$ cat src/rtl/eigen_stage_sequencer.sv
// eigen_stage_sequencer: runs one shared find_eigen engine through NUM_EIG deflation stages.
// Optional feature macro EIG_EARLY_STOP_EN adds eig_floor and ends the run on a small eigenvalue.
module eigen_stage_sequencer #(
  parameter int NUM_EIG = 8,
  parameter int DATA_W = 32,
  parameter int TIMEOUT_CYC = 4096,
  localparam int IDX_W = $clog2(NUM_EIG) + 1
) (
  input  logic              clk,
  input  logic              rst,
  input  logic              start,
  output logic              busy,
  output logic              done,
  output logic              err_timeout,
  output logic [IDX_W-1:0]  stages_done,
  output logic              mat_sel,
  output logic              engine_start,
`ifdef EIG_EARLY_STOP_EN
  input  logic [DATA_W-1:0] eig_floor,
`endif
  input  logic              engine_done,
  input  logic [DATA_W-1:0] engine_eigenvalue,
  output logic              eig_valid,
  output logic [DATA_W-1:0] eig_value,
  output logic [IDX_W-1:0]  eig_idx
);
  localparam int CW = $clog2(TIMEOUT_CYC);
  typedef enum logic [2:0] {IDLE, LAUNCH, WAIT, STORE, FINISH} state_t;
  state_t state, nxt;
  logic [CW-1:0] cnt;
  logic [IDX_W-1:0] stage;
  logic stop, under, tmo, last;
  assign tmo = cnt == CW'(TIMEOUT_CYC - 1);
  assign last = stop || stage == IDX_W'(NUM_EIG - 1);
  assign busy = state != IDLE;
  assign done = state == FINISH;
  assign engine_start = state == LAUNCH;
  assign eig_valid = state == STORE;
`ifdef EIG_EARLY_STOP_EN
  logic [DATA_W-1:0] mag;
  assign mag = !engine_eigenvalue[DATA_W-1] ? engine_eigenvalue :
               engine_eigenvalue[DATA_W-2:0] == '0 ? {1'b0, {(DATA_W-1){1'b1}}} : -engine_eigenvalue;
  assign under = mag < eig_floor;
`else
  assign under = 1'b0;
`endif
  // state register; async reset drops engine_start and all pulses immediately
  always_ff @(posedge clk or negedge rst)
    if (!rst) state <= IDLE;
    else state <= nxt;
  // next-state: engine_done beats the timeout when both land in the same cycle
  always_comb begin
    nxt = state;
    case (state)
      IDLE:    nxt = start ? LAUNCH : IDLE;
      LAUNCH:  nxt = WAIT;
      WAIT:    nxt = engine_done ? STORE : tmo ? FINISH : WAIT;
      STORE:   nxt = last ? FINISH : LAUNCH;
      default: nxt = IDLE;
    endcase
  end
  // stage bookkeeping, wait counter and result capture
  always_ff @(posedge clk or negedge rst)
    if (!rst) begin
      cnt <= '0;
      stage <= '0;
      stop <= 1'b0;
      err_timeout <= 1'b0;
      stages_done <= '0;
      mat_sel <= 1'b0;
      eig_value <= '0;
      eig_idx <= '0;
    end else
      case (state)
        IDLE: if (start) begin
          err_timeout <= 1'b0;
          stages_done <= '0;
          stage <= '0;
          mat_sel <= 1'b0;
          stop <= 1'b0;
        end
        LAUNCH: cnt <= '0;
        WAIT: begin
          cnt <= cnt + 1'b1;
          if (engine_done) begin
            eig_value <= engine_eigenvalue;
            eig_idx <= stage;
            stop <= under;
          end else if (tmo) err_timeout <= 1'b1;
        end
        STORE: begin
          stages_done <= stages_done == IDX_W'(NUM_EIG) ? stages_done : stages_done + 1'b1;
          mat_sel <= 1'b1;
          if (!last) stage <= stage + 1'b1;
        end
        default: ;
      endcase
endmodule

$ cat config.mk
export PLATFORM = sky130hd
export DESIGN_NAME = eigen_stage_sequencer
export DESIGN_NICKNAME = d
export VERILOG_FILES = /design/src/rtl/eigen_stage_sequencer.sv
export SDC_FILE = /design/constraint.sdc
export NUM_CORES = 1
export LEC_CHECK = 0
export ABC_CLOCK_PERIOD_IN_PS = 3500
export BUFFER_PORTS_ARGS = -buffer_cell sky130_fd_sc_hd__buf_2
export CORE_ASPECT_RATIO = 0.7
export CORE_MARGIN = 2
export CORE_UTILIZATION = 45
export DETAILED_ROUTE_END_ITERATION = 8
export PLACE_DENSITY = 0.72
export RECOVER_POWER = 50
export SLEW_MARGIN = 15
export SYNTH_ARGS = -nofsm -noshare
export SYNTH_HDL_FRONTEND = slang
export SYNTH_SLANG_ARGS = --single-unit
export TNS_END_PERCENT = 20
$ cat constraint.sdc
create_clock -name clk -period 3.5 [get_ports clk]
set_input_delay 1.05 -clock clk [delete_from_list [all_inputs] [get_ports clk]]
set_output_delay 1.05 -clock clk [all_outputs]
set_load 0.01 [all_outputs]
==> metrics.cfg <==
[logic_synthesis]
synth-main-ff-cell=dfrtp_1
yosysSeqAreaShare=0.574
syn_area_um2=2660
yosysMostFrequentCell=dfrtp_1
syn_inst=205
synth_top_area_share=0.574
yosysUniqueCellTypes=38
post_synth_main_area_contributors=dfrtp_1 57%, mux2_2 17%, mux2i_1 2.3%
postSynthAreaPerCell_um2=13.0
synth_async_sr_flop_share=1.00
synth-seq-cells=61
synth_common_cells=61 x dfrtp_1, 39 x mux2_2, 12 x nand2_1, 12 x nand3_1, 7 x o21ai_0
yosysTopAreaCell=dfrtp_1
ys_warn_count=0
synth_edf_count=0
syn-num-nets=245

[clock_network]
hold_buffers=0
post_cts_buffers=0
cts_root_buffer=clkbuf_8
cts-resized-gates=0
numCtsBuffers=9
path_clk_slew_ps=70
clk_latency_ps=330
clock_path_buffers=2
h-tree-depth=3
cts_tree=built
clock-sinks=61

[floorplan]
dieWidth_um=95.9
core_um2=5730
ios=82
die-area_um2=6550
rows=23
die_y_um=68.3
start_util=0.464

[critical_path]
end_kind=primary output
r2r_slack_ps=1290
worst-path-max-fanout=13
worst_path_max_delay_cell=or3b_2
path_class=reg2out
r2r-start=state[0]
timing.rr.end=eig_value[27]
r2r_cells=3
worstPathArrival_ps=1710
crit_chain=or3b_2, inv_1, buf_2
required_ps=2450
max_stage_delay_ps=640
crit_path_start_kind=register

[layout]
layoutNonFillerInstCount=373
area_growth_pct=24.8
fin_area_um2=3320
fillers=495
drive_gt1_frac=0.456
diodes=0
nNetsFinal=333

[sta]
fin_crit_sh=0.788
finalMaxSlewViolations=0
slew-limit-headroom=0.0545
fin_setup_tns_ps=0
tightest_slew_ps=1420
finClkSkew_ps=6.85
worst_slack_ps=742
final_hold_viol_count=0
max_freq_mhz=363
setup_viol=0
min_period_ps=2760
rsz0062_at_grt=false

[grt]
grt_pass1_vias=1670
track_usage=0.165
grt_antenna_before_repair=0
grt_max_degree=38
grt_first_pass_wirelength_um=8020
overflow=0

[route]
vias=1933
firstDrtPassIters=4
wirelength_um=5320
postRouteAntennaNets=0
drc=0
drtIter0Drc=105
avgViaCountPerCell=5.18
wl_per_cell_um=14.3

[min_path]
hold_depth=1
min_to=cnt[11]
hp-class=reg2reg
min-delay-start=cnt[11]

[pwr]
p_per_area_nw_per_um2=837
max-vdd-ir-drop_v=0.000404
p_leak_nw=1.54
total_power_mw=2.78

[placed_design]
dp_cells=357
post-place-ws_ps=1050
dp_hpwl_um=3760
finalWeightedCongestion=0.776
port_buffers=81
dpl-instance-area_um2=3120

[flow_run]
cap_violations=0

[run_status]
status=completed

==> routing by layer <==
metal / wire (um) / up-vias / global-route usage
li1: - / 943 / -
met1: 2590 / 921 / 0.229
met2: 2310 / 64 / 0.227
met3: 355 / 5 / 0.0650
met4: 62 / 0 / 0.0696
met5: 0 / - / 0
==> cell families after synthesis <==
group / count (synthesis) / synth area share
muxes: 45 / 0.188
DFF: 61 / 0.574
AOI/OAI and AO/OA: 23 / 0.0565
and+or+nand+nor: 59 / 0.133
adders and majority gates: 4 / 0.0188
buffers and inverters: 13 / 0.0297
==> worst max-delay path: cells and delay by family, from the launching register on <==
kind                   cells  cell delay (ps)
AND/OR/NAND/NOR            1              640
flip-flops                 1              500
buffers and inverters      2              250
==> cell type report <==
class | instances | area, um2 | area share
flip-flops and latches | 61 | 1530 | 0.460
clock buffers | 11 | 151 | 0.0456
repair buffers | 84 | 410 | 0.124
well taps | 75 | 93.8 | 0.0283
inverters | 6 | 22.5 | 0.00679
clock inverters | 5 | 58.8 | 0.0177
multi-input cells | 131 | 1050 | 0.318
==> state kept, by name (all words and copies together) (netlist names) <==
register,cells
cnt,12
eig_idx,4
eig_value,32
err_timeout,1
mat_sel,1
stage,4
stages_done,4
state,3
==> how the worst max path moves through the flow <==
stage	start	to	slack [ps]
2_1_floorplan	state[0]	engine_start	1400
3_3_place_gp	engine_done	eig_value[26]	1080
3_5_place_dp	engine_done	eig_value[6]	1050
4_1_cts	state[0]	engine_start	740
5_1_grt	rst	stage[0]	500
6_report	state[0]	engine_start	740
==> report_power, final <==
group	internal, mW	total [mW]	switching [mW]
clock network	0.367	0.638	0.270
registers	0.974	1.16	0.183
logic	0.488	0.981	0.494
==> placed cells by master (no fill, tap or decap), types with 2 or more instances in the layout <==
cell	n
a21oi_1	4
a22o_1	2
and2_1	2
buf_2	76
clkbuf_1	8
clkbuf_8	11
clkinvlp_4	2
dfrtp_1	61
ha_1	4
inv_1	5
mux2_2	39
mux2i_1	6
nand2_1	12
nand3_1	12
nand3b_1	3
nand4_1	6
nor2_1	2
nor4_1	4
o211ai_1	4
o21ai_0	7
o31ai_1	2
or3_1	3
or4_1	3
==> stage by stage <==
| step | hold slack, ps | utilization |
|---|---|---|
| after floorplan | 448 | - |
| after global placement | 467 | 0.546 |
| after detailed placement | 476 | 0.546 |
| after CTS | 485 | 0.582 |
| after global routing | 508 | 0.579 |
| final | 486 | 0.579 |
No activity file was read; power rests on OpenSTA's default activity.
